[src/rtl/commit_watchdog.sv]
// Commit monitor and deadlock watchdog.
// Counts non-flushed retirements, keeps a ring buffer of recently committed
// PCs, and walks an IDLE/RUN/STALL/HUNG FSM driven by a no-progress counter.
module commit_watchdog #(
  parameter int NUM_COMMIT     = 2,
  parameter int PC_WIDTH       = 32,
  parameter int CNT_WIDTH      = 64,
  parameter int WARN_CYCLES    = 256,
  parameter int TIMEOUT_CYCLES = 2000,
  parameter int HIST_DEPTH     = 8
) (
  input  logic                                clk,
  input  logic                                rst_n,
  input  logic [PC_WIDTH-1:0]                 current_pc_i,
  input  logic [NUM_COMMIT-1:0]               commit_valid_i,
  input  logic [NUM_COMMIT-1:0]               commit_flushed_i,
  input  logic [NUM_COMMIT*PC_WIDTH-1:0]      commit_pc_i,
  input  logic                                clear_i,
  input  logic [$clog2(HIST_DEPTH)-1:0]       hist_rd_idx_i,
  output logic [PC_WIDTH-1:0]                 hist_rd_pc_o,
  output logic                                hist_rd_valid_o,
  output logic [CNT_WIDTH-1:0]                retired_count_o,
  output logic [$clog2(TIMEOUT_CYCLES+1)-1:0] stall_cnt_o,
  output logic [1:0]                          state_o,
  output logic                                stall_warn_o,
  output logic                                hang_o
);

  localparam int IDX_W = $clog2(HIST_DEPTH);
  localparam int HC_W  = IDX_W + 1;
  localparam int SC_W  = $clog2(TIMEOUT_CYCLES + 1);
  localparam int NR_W  = $clog2(NUM_COMMIT + 1);
  localparam int SUM_W = HC_W + NR_W;

  localparam logic [SC_W-1:0]  WARN_S    = SC_W'(WARN_CYCLES);
  localparam logic [SC_W-1:0]  TIMEOUT_S = SC_W'(TIMEOUT_CYCLES);
  localparam logic [SUM_W-1:0] HIST_FULL = SUM_W'(HIST_DEPTH);

  typedef enum logic [1:0] {
    ST_IDLE  = 2'd0,
    ST_RUN   = 2'd1,
    ST_STALL = 2'd2,
    ST_HUNG  = 2'd3
  } state_t;

  // Number of set bits in the retire-event vector.
  function automatic logic [NR_W-1:0] popcount(input logic [NUM_COMMIT-1:0] vec);
    logic [NR_W-1:0] cnt;
    cnt = '0;
    for (int k = 0; k < NUM_COMMIT; k++) begin
      cnt = cnt + NR_W'(vec[k]);
    end
    return cnt;
  endfunction

  state_t               state_r;
  state_t               state_s;
  logic [CNT_WIDTH-1:0] retired_r;
  logic [SC_W-1:0]      stall_r;
  logic [SC_W-1:0]      stall_s;
  logic [PC_WIDTH-1:0]  pc_q_r;
  logic [IDX_W-1:0]     wr_ptr_r;
  logic [HC_W-1:0]      hist_cnt_r;
  logic [HC_W-1:0]      hist_cnt_s;
  logic [SUM_W-1:0]     hist_sum_s;
  logic                 warn_r;
  logic                 hang_r;
  logic [PC_WIDTH-1:0]  hist_mem [HIST_DEPTH];

  logic [NUM_COMMIT-1:0] ret_s;
  logic [NR_W-1:0]       n_ret_s;
  logic                  progress_s;
  logic                  update_s;
  logic [NR_W-1:0]       slot_s;
  logic [NUM_COMMIT-1:0] wr_en_s;
  logic [IDX_W-1:0]      wr_addr_s [NUM_COMMIT];
  logic [IDX_W-1:0]      rd_addr_s;
  logic                  rd_valid_s;

  // Retire events, progress detection, saturating stall count and history slots.
  always_comb begin
    ret_s      = commit_valid_i & ~commit_flushed_i;
    n_ret_s    = popcount(ret_s);
    progress_s = (n_ret_s != '0) || (current_pc_i != pc_q_r);
    update_s   = rst_n && !clear_i && (state_r != ST_HUNG);

    if (progress_s) begin
      stall_s = '0;
    end else if (stall_r == TIMEOUT_S) begin
      stall_s = stall_r;
    end else begin
      stall_s = stall_r + SC_W'(1);
    end

    hist_sum_s = SUM_W'(hist_cnt_r) + SUM_W'(n_ret_s);
    if (hist_sum_s > HIST_FULL) begin
      hist_cnt_s = HC_W'(HIST_DEPTH);
    end else begin
      hist_cnt_s = HC_W'(hist_sum_s);
    end

    // Events are packed in channel order; a later event lands in a later slot.
    slot_s = '0;
    for (int k = 0; k < NUM_COMMIT; k++) begin
      wr_addr_s[k] = wr_ptr_r + IDX_W'(slot_s);
      wr_en_s[k]   = ret_s[k] & update_s;
      slot_s       = slot_s + NR_W'(ret_s[k]);
    end
  end

  // Next-state logic; transitions are judged on the stall count of this edge.
  always_comb begin
    state_s = state_r;
    case (state_r)
      ST_IDLE: begin
        if (progress_s) begin
          state_s = ST_RUN;
        end else if (stall_s == TIMEOUT_S) begin
          state_s = ST_HUNG;
        end else begin
          state_s = ST_IDLE;
        end
      end
      ST_RUN: begin
        if (stall_s == WARN_S) begin
          state_s = ST_STALL;
        end else begin
          state_s = ST_RUN;
        end
      end
      ST_STALL: begin
        if (progress_s) begin
          state_s = ST_RUN;
        end else if (stall_s == TIMEOUT_S) begin
          state_s = ST_HUNG;
        end else begin
          state_s = ST_STALL;
        end
      end
      ST_HUNG: begin
        state_s = ST_HUNG;
      end
      default: begin
        state_s = ST_IDLE;
      end
    endcase
  end

  // Control state: reset/clear, frozen while hung, otherwise normal update.
  always_ff @(posedge clk) begin
    if (!rst_n) begin
      state_r    <= ST_IDLE;
      retired_r  <= '0;
      stall_r    <= '0;
      pc_q_r     <= '0;
      wr_ptr_r   <= '0;
      hist_cnt_r <= '0;
      warn_r     <= 1'b0;
      hang_r     <= 1'b0;
    end else if (clear_i) begin
      state_r    <= ST_IDLE;
      retired_r  <= '0;
      stall_r    <= '0;
      pc_q_r     <= current_pc_i;
      wr_ptr_r   <= '0;
      hist_cnt_r <= '0;
      warn_r     <= 1'b0;
      hang_r     <= 1'b0;
    end else if (state_r == ST_HUNG) begin
      state_r    <= state_r;
      retired_r  <= retired_r;
      stall_r    <= stall_r;
      pc_q_r     <= pc_q_r;
      wr_ptr_r   <= wr_ptr_r;
      hist_cnt_r <= hist_cnt_r;
      warn_r     <= warn_r;
      hang_r     <= hang_r;
    end else begin
      state_r    <= state_s;
      retired_r  <= retired_r + CNT_WIDTH'(n_ret_s);
      stall_r    <= stall_s;
      pc_q_r     <= current_pc_i;
      wr_ptr_r   <= wr_ptr_r + IDX_W'(n_ret_s);
      hist_cnt_r <= hist_cnt_s;
      warn_r     <= (state_s == ST_STALL);
      hang_r     <= (state_s == ST_HUNG);
    end
  end

  // History storage; contents are masked by hist_cnt_r so no reset is needed.
  always_ff @(posedge clk) begin
    for (int k = 0; k < NUM_COMMIT; k++) begin
      if (wr_en_s[k]) begin
        hist_mem[wr_addr_s[k]] <= commit_pc_i[k*PC_WIDTH +: PC_WIDTH];
      end else begin
        hist_mem[wr_addr_s[k]] <= hist_mem[wr_addr_s[k]];
      end
    end
  end

  // History read port, index 0 is the newest entry.
  always_comb begin
    rd_addr_s  = wr_ptr_r - IDX_W'(1) - hist_rd_idx_i;
    rd_valid_s = (HC_W'(hist_rd_idx_i) < hist_cnt_r);
    if (rd_valid_s) begin
      hist_rd_pc_o = hist_mem[rd_addr_s];
    end else begin
      hist_rd_pc_o = '0;
    end
    hist_rd_valid_o = rd_valid_s;
  end

  assign retired_count_o = retired_r;
  assign stall_cnt_o     = stall_r;
  assign state_o         = state_r;
  assign stall_warn_o    = warn_r;
  assign hang_o          = hang_r;

endmodule

[config.mk]
export PLATFORM = sky130hd
export DESIGN_NAME = commit_watchdog
export DESIGN_NICKNAME = d
export VERILOG_FILES = /design/src/rtl/commit_watchdog.sv
export SDC_FILE = /design/constraint.sdc
export NUM_CORES = 1
export LEC_CHECK = 0
export ABC_AREA = 1
export BUFFER_PORTS_ARGS = -buffer_cell sky130_fd_sc_hd__buf_2
export CAP_MARGIN = 20
export CORE_MARGIN = 2
export CORE_UTILIZATION = 30
export CTS_CLUSTER_DIAMETER = 40
export DETAILED_ROUTE_END_ITERATION = 16
export PLACE_DENSITY = 0.48
export REMOVE_ABC_BUFFERS = 1
export SETUP_SLACK_MARGIN = 0.1
export SLEW_MARGIN = 20
export SYNTH_ARGS = -nofsm -noshare
export SYNTH_HDL_FRONTEND = slang
export SYNTH_SLANG_ARGS = --single-unit
[constraint.sdc]
create_clock -name clk -period 12 [get_ports clk]
set_input_delay 0.6 -clock clk [delete_from_list [all_inputs] [get_ports clk]]
set_output_delay 0.6 -clock clk [all_outputs]
set_load 0.005 [all_outputs]
==> results.md, run 1 <==
* Psw at 0.9452 mW
* Setup violators final at 0
* IO Pins at 218
* Crit Path Class: flip-flop to output port
* RSZ-0062 raised after global routing: false
* Pwr Density at 155.5 nW/µm²
* Post-synth EDFFs at 256
* Status: complete, no violations
* Internal at 2.863 mW
* Final ANT Viol Nets at 0
* Port Buf Inserts at 217
* Setup Skew at 0.04324 ns
* Most used DFF post-synth: edfxtp_1
* Post-route minimum period at 5.002 ns
* Routed wire length at 64.10 mm
* Num CTS Buffers at 78
* Mean routed wirelength per cell at 18.10 µm
* Row count at 94
* Crit start category: flip-flop
* Clk sinks at 374
* Layout cells sized above 1 at 16.14%
* Clock Latency Late Sink at 0.62 ns
* Total power at 3.808 mW
* Worst hold path class: primary input to flip-flop
* Post-route setup TNS at 0 ns
* Commonest cells after routing, fill and taps aside: nand2_1 (716), o21ai_0 (334), edfxtp_1 (256), buf_2 (217), inv_1 (203)
* R2R Path End: hist_mem[6][17]$_DFFE_PP_
* R2r worst-path depth at 8
* DRC violations left at 0
* Crit Reg-Reg Startpoint: state_o[0]$_SDFFE_PP0N_
* Die height at 262.6 µm
* Seq/Total Area, Yosys at 50.11%
* Antenna violations before repair at 7
* R2r setup slk at 8.40 ns
* Worst-path maximum fanout at 84
* Max-cap violations at 0
* Via-to-Cell Ratio at 4.961
* Worst Setup SP: wr_ptr_r[0]$_SDFFE_PP0N_
* Clock root cell: clkbuf_16
* Setup bufs post-CTS at 0
* Crit path DAT at 4.40 ns
* Hold_buf cts at 0
* Setup crit end kind: output port
* Htree depth at 3
* Clock Path Buffers at 3
* Lkg Pwr at 10.27 nW
* Worst slew pin tran at 1.008 ns
* Yosys warns at 0
* Final Cell Area at 24480 µm²
* First-pass GRT wire length at 99.73 mm
* Initial Utilization at 30.40%
* Core ar. at 65980 µm²
* Share of power burned in registers at 36.8%
* Area grow syn2layout at 22.08%
* Post-CTS sizing at 0
* GRT Total Usage at 18.34%
* Dpl hpwl at 39.62 mm
* Fmax at 199.9 MHz
* Critical path required time at 11.40 ns
* Worst Setup EP: hist_rd_pc_o[16]
* Largest net degree at the start of global routing at 101
* Synth Area per Inst at 8.163 µm²
* Die W at 262.6 µm
* FILL cells at 6817
* GRT overflow at 0
* Rel. slew slack at 32.79%
* Switching Fraction at 24.82%
* Async set-reset flop share out of synthesis at 0%
* Worst-path clk slew at 0.04 ns
* Flip-flop and latch count after synthesis at 374
* CTS tree: done
* Die area at 68940 µm²
* Peak supply drop at 98.40 µV
* Slew Limit Fails at 0
* Number of global-route vias before repair at 17270
* Vias at 17570
* 1st-iter DRT viols at 1043
* GPL Wtd Cong at 0.8554
* Synth cell types at 54
* Layout Nets at 2737
* Clock share of power at 55.1%
* Syn Std Cell Area at 20060 µm²
* Cell count after synthesis at 2457
* Gate power share at 8.1%
* Final worst-path cycle share at 41.68%
* Post-placement cell area at 21880 µm²
* Final Hold Fails at 0
* Drt first pass iters at 8
* Most common cell after layout, fill and taps aside: nand2_1
==> worst min path at each step <==
stage                                 from                endpoint  slack (ns)  depth (start not counted)
detailed placement  pc_q_r[9]$_SDFFE_PN0P_  pc_q_r[9]$_SDFFE_PN0P_        0.46                          2
floorplan           pc_q_r[7]$_SDFFE_PN0P_  pc_q_r[7]$_SDFFE_PN0P_        0.44                          2
finish                     current_pc_i[0]  pc_q_r[0]$_SDFFE_PN0P_        0.28                          3
CTS                        current_pc_i[0]  pc_q_r[0]$_SDFFE_PN0P_        0.25                          3
global placement    pc_q_r[8]$_SDFFE_PN0P_  pc_q_r[8]$_SDFFE_PN0P_        0.45                          2
global route               current_pc_i[0]  pc_q_r[0]$_SDFFE_PN0P_        0.28                          3
==> Yosys cell counts (3+ instances only) <==
library cell  instances  area [µm²]
a21oi_1             138       690.7
a31oi_1               3       18.77
a32o_1               31       310.3
a32oi_1              31       271.5
buf_1                 9       33.78
buf_2                20       100.1
clkbuf_1            115       431.7
clkbuf_2             20       100.1
dfxtp_1             118        2362
edfxtp_1            256        7687
fa_1                  4       80.08
ha_1                 14       175.2
inv_1               204       765.7
inv_2                 4       15.01
nand2_1             721        2706
nand2_2               6       37.54
nand3_1              48       240.2
nand4_1              31       193.9
nor2_1              154       578.1
nor2_2                5       31.28
nor3_1               41       205.2
nor3_2                5       50.05
nor3b_1               3       22.52
nor4_1               11       68.82
nor4_2                3       37.54
o211a_1              33       330.3
o211ai_1              5       37.54
o21a_1                8       60.06
o21ai_0             342        1712
o21bai_1              3       22.52
or2_2                 7       43.79
xnor2_1              11       96.34
xor2_1               23       201.4
==> metrics by stage <==
step           setup WS [ns]  hold slack, ns  utilization, %  cells
3_3_place_gp           7.561          0.4538           33.16   3396
6_report               6.998          0.2818           37.11   3541
4_1_cts                6.975          0.2486           37.06   3539
2_1_floorplan          5.735          0.4409               -   2291
5_1_grt                6.788          0.2846           37.11   3540
3_5_place_dp           7.553          0.4612           33.16   3396
==> cell families (layout without fill, tap and decap cells) <==
kind of cell,count (synthesis),after routing,synth area share [%]
XOR/XNOR,34,34,1.485
AND/OR/NAND/NOR,1054,1054,22.25
AO/OA/AOI/OAI,603,603,17.59
other,0,1,0
adder cells (fa/ha/maj),18,18,1.273
buffers and inverters,374,593,7.287
flip-flops,374,374,50.11
==> metal layers <==
metal	vias to the layer above	GRT usage [%]	routed length [µm]
met5	-	0	72
met4	10	5.607	1470
met3	107	4.385	3985
met2	499	30.35	30050
met1	8273	23.66	28520
li1	8677	-	-
==> power groups by stage <==
stage | Clock, mW | Combinational (mW) | Sequential, mW
after floorplan | 0 | 0.195 | 1.42
final | 2.10 | 0.308 | 1.40
after CTS | 2.14 | 0.311 | 1.40
after global routing | 2.20 | 0.351 | 1.40
after detailed placement | 0 | 0.309 | 1.42
after global placement | 0 | 0.305 | 1.42
==> area by class of cell <==
type | count | area, µm² | area share (%)
Inverter | 208 | 783.3 | 3.199
Clock buffer | 96 | 2071 | 8.457
Clock inverter | 47 | 498.0 | 2.034
Timing Repair Buffer | 242 | 1297 | 5.299
Multi-Input combinational cell | 1709 | 8702 | 35.54
Antenna cell | 1 | 2.502 | 0.01022
Sequential cell | 374 | 10050 | 41.04
Tap cell | 864 | 1081 | 4.415
==> worst max-delay path, stage by stage, from the launching register on <==
cell and delay (ns):
dfxtp_1 0.69, ha_4 0.20, inv_1 0.05, fa_4 1.13
buf_4 0.80, a21oi_1 0.10, a32o_1 0.26, nand2_1 0.06
o211a_1 0.24, buf_2 0.15
==> state kept, by name, summed over array words and instances (netlist names) <==
signal           flops
retired_count_o     64
state_o              2
stall_cnt_o         11
hang_o               1
wr_ptr_r             3
hist_cnt_r           4
stall_warn_o         1
hist_mem           256
pc_q_r              32
Note: power is estimated with default switching activity, not from simulation.
==> inputs of run 2 (changes only) <==
Settings changed: ABC_AREA 1 to 0, PLACE_DENSITY 0.48 to 0.5.
Clock period 12 ns to 4.41 ns, I/O delays scaled along.
==> run 2 against run 1 <==
Net effect: critical path depth is 2 lower; power grew to 2.9 times the previous value; combinational power rose to 2.5 times the previous value; utilization rose by 2.0 points; critical endpoint is now hist_rd_pc_o[14]; largest power group unchanged.
==> results.md, run 2 <==
* Status: complete, no violations
* Final worst-path cycle share at 86.03%
* First-pass GRT wire length at 85.56 mm
* Final ANT Viol Nets at 0
* Core ar. at 63200 µm²
* Vias at 13570
* Async set-reset flop share out of synthesis at 0%
* Synth top area cells: edfxtp_1 (40%), mux2_2 (15%), dfxtp_1 (12%)
* CP Depth at 7
* Cell count after synthesis at 1519
* Layout Nets at 1935
* 1st-iter DRT viols at 871
* Die area at 65980 µm²
* Die W at 256.9 µm
* Layout cells sized above 1 at 41.05%
* RSZ-0062 raised after global routing: false
* Max stage delay on crit path at 1.17 ns
* Setup Skew at 0.02555 ns
* Setup bufs post-CTS at 0
* Yosys warns at 0
* R2R Path End: hist_mem[7][31]$_DFFE_PP_
* Hold Crit Endpoint: hist_mem[6][10]$_DFFE_PP_
* Routed wire length at 56.17 mm
* Largest register FFs at 256
* FILL cells at 6029
* Crit start category: flip-flop
* Final hold slack at 0.03204 ns
* Critical path buffers and inverters at 3
* Number of global-route vias before repair at 13950
* Synth area leader: edfxtp_1
* Fmax at 263.6 MHz
* DRC violations left at 0
* Synth top cells by count: edfxtp_1 (256), mux2_2 (256), nand2_1 (179)
* Initial Utilization at 30.35%
* Flip-flop and latch count after synthesis at 374
* Slack of the critical path at 0.6162 ns
* Synth Area per Inst at 12.63 µm²
* Area grow syn2layout at 28.95%
* Num CTS Buffers at 81
* Post-synth top area share at 40.08%
* Most used DFF post-synth: edfxtp_1
* Clk sinks at 374
* Clock Latency Late Sink at 0.60 ns
* Lkg Pwr at 8.855 nW
* GRT Total Usage at 16.93%
* CP delay by family, top: adder cells
* Via-to-Cell Ratio at 4.978
* Hold Path Stages at 2
* Htree depth at 3
* Antenna violations before repair at 8
* Clock Path Buffers at 3
* Post-route minimum period at 3.794 ns
* Final Cell Area at 24740 µm²
* Final Hold Fails at 0
* Row count at 92
* Worst-path maximum fanout at 24
* CTS tree: done
* Die height at 256.9 µm
* Dpl hpwl at 33.94 mm
* Port Buf Inserts at 217
* Crit Path Class: flip-flop to output port
* Worst slack, placed at 0.9245 ns
* Rel. slew slack at 28.75%
* R2r setup slk at 1.15 ns
* Worst hold path class: primary input to flip-flop
* Commonest cells after routing, fill and taps aside: mux2_2 (256), edfxtp_1 (256), buf_2 (217), nand2_1 (175), dfxtp_1 (118)
* Crit Reg-Reg Startpoint: state_o[0]$_SDFFE_PP0N_
* Max-cap violations at 0
* Worst slew pin tran at 1.066 ns
* Peak supply drop at 260.2 µV
* Drt first pass iters at 4
* Worst hold start: commit_pc_i[42]
* Seq/Total Area, Yosys at 52.39%
* IO Pins at 218
* Syn Std Cell Area at 19180 µm²
* Setup crit end kind: output port
* Largest net degree at the start of global routing at 70
* Worst path slowest cell: fa_4
* Crit-path cells: inv_1, fa_4, buf_4, mux4_2, nand2_1, a21oi_1, buf_2
* GPL Wtd Cong at 0.7857
* Pwr Density at 439.1 nW/µm²
* R2r worst-path depth at 7
* Post-placement cell area at 21390 µm²
* Worst-path clk slew at 0.05 ns
* Clock root cell: clkbuf_16
* Setup violators final at 0
* Critical path required time at 4.19 ns
* Post-synth EDFFs at 256
* Mean routed wirelength per cell at 20.61 µm
* Crit path DAT at 3.57 ns
* Synth cell types at 70
* GRT overflow at 0
* Slew Limit Fails at 0
run 2: cell count changes after synthesis, moves of 31 or more:
cell      delta
nand2_1    -542
o21ai_0    -320
mux2_2     +256
inv_1      -169
nor2_1      -77
a21oi_1     -74
clkbuf_1    -65
mux4_2      +64
xnor2_1     +32
a21boi_0    +31
a32o_1      -31
a32oi_1     -31
o211a_1     -31
run 2: final cells by class:
type,instances,area [µm²],area share [%]
Antenna cell,2,5.005,0.02023
Multi-Input combinational cell,1018,8765,35.43
Sequential cell,374,10050,40.63
Timing Repair Buffer,301,1872,7.567
Clock inverter,58,680.7,2.752
Tap cell,846,1059,4.279
Inverter,35,131.4,0.5311
Clock buffer,92,2173,8.786
run 2: logic make-up after synthesis:
logic type / count (synthesis) / share of synthesized area (%)
XOR/XNOR: 88 / 4.018
buffers and inverters: 127 / 2.877
flip-flops: 374 / 52.39
multiplexers: 321 / 22.59
AO/OA/AOI/OAI: 157 / 5.127
AND/OR/NAND/NOR: 434 / 11.66
adder cells (fa/ha/maj): 18 / 1.331
run 2: report_power, final:
group / internal (mW) / switching (mW) / total (mW)
clock network: 4.21 / 2.07 / 6.27
registers: 3.79 / 0.0185 / 3.81
logic: 0.376 / 0.400 / 0.775
total: 8.37 / 2.49 / 10.9
run 2: repair_timing:
item	in CTS	in global routing
hold buffers	47	0
hold endpoints to repair	51	0
gates resized for setup	0	0
run 2: stage by stage:
stage / power [mW] / utilization, % / TNS, ns / cells
global placement: 4.617 / 33.85 / 0 / 2527
floorplan: 4.328 / - / -63.79 / 1427
finish: 10.86 / 39.14 / 0 / 2726
CTS: 11.00 / 39.11 / 0 / 2724
detailed placement: 4.626 / 33.85 / 0 / 2527
global route: 11.25 / 39.13 / 0 / 2724
run 2: how the worst max path moves through the flow:
stage                                   from                               end  slack, ns
floorplan                            clear_i          hist_mem[0][0]$_DFFE_PP_      -0.78
global placement         commit_flushed_i[1]  retired_count_o[57]$_SDFFE_PP0N_       0.98
detailed placement       commit_flushed_i[1]  retired_count_o[55]$_SDFFE_PP0N_       0.92
CTS                 wr_ptr_r[1]$_SDFFE_PP0N_                  hist_rd_pc_o[17]       0.44
global route        wr_ptr_r[1]$_SDFFE_PP0N_                  hist_rd_pc_o[28]       0.42
finish              wr_ptr_r[1]$_SDFFE_PP0N_                  hist_rd_pc_o[14]       0.62
run 2: layer usage:
| metal | track usage (%) | part of all wire [%] |
|---|---|---|
| met2 | 26.54 | 46 |
| met1 | 22.84 | 45 |
| met4 | 5.023 | 2.0 |
| met5 | 0 | 0.12 |
| met3 | 4.630 | 7.1 |
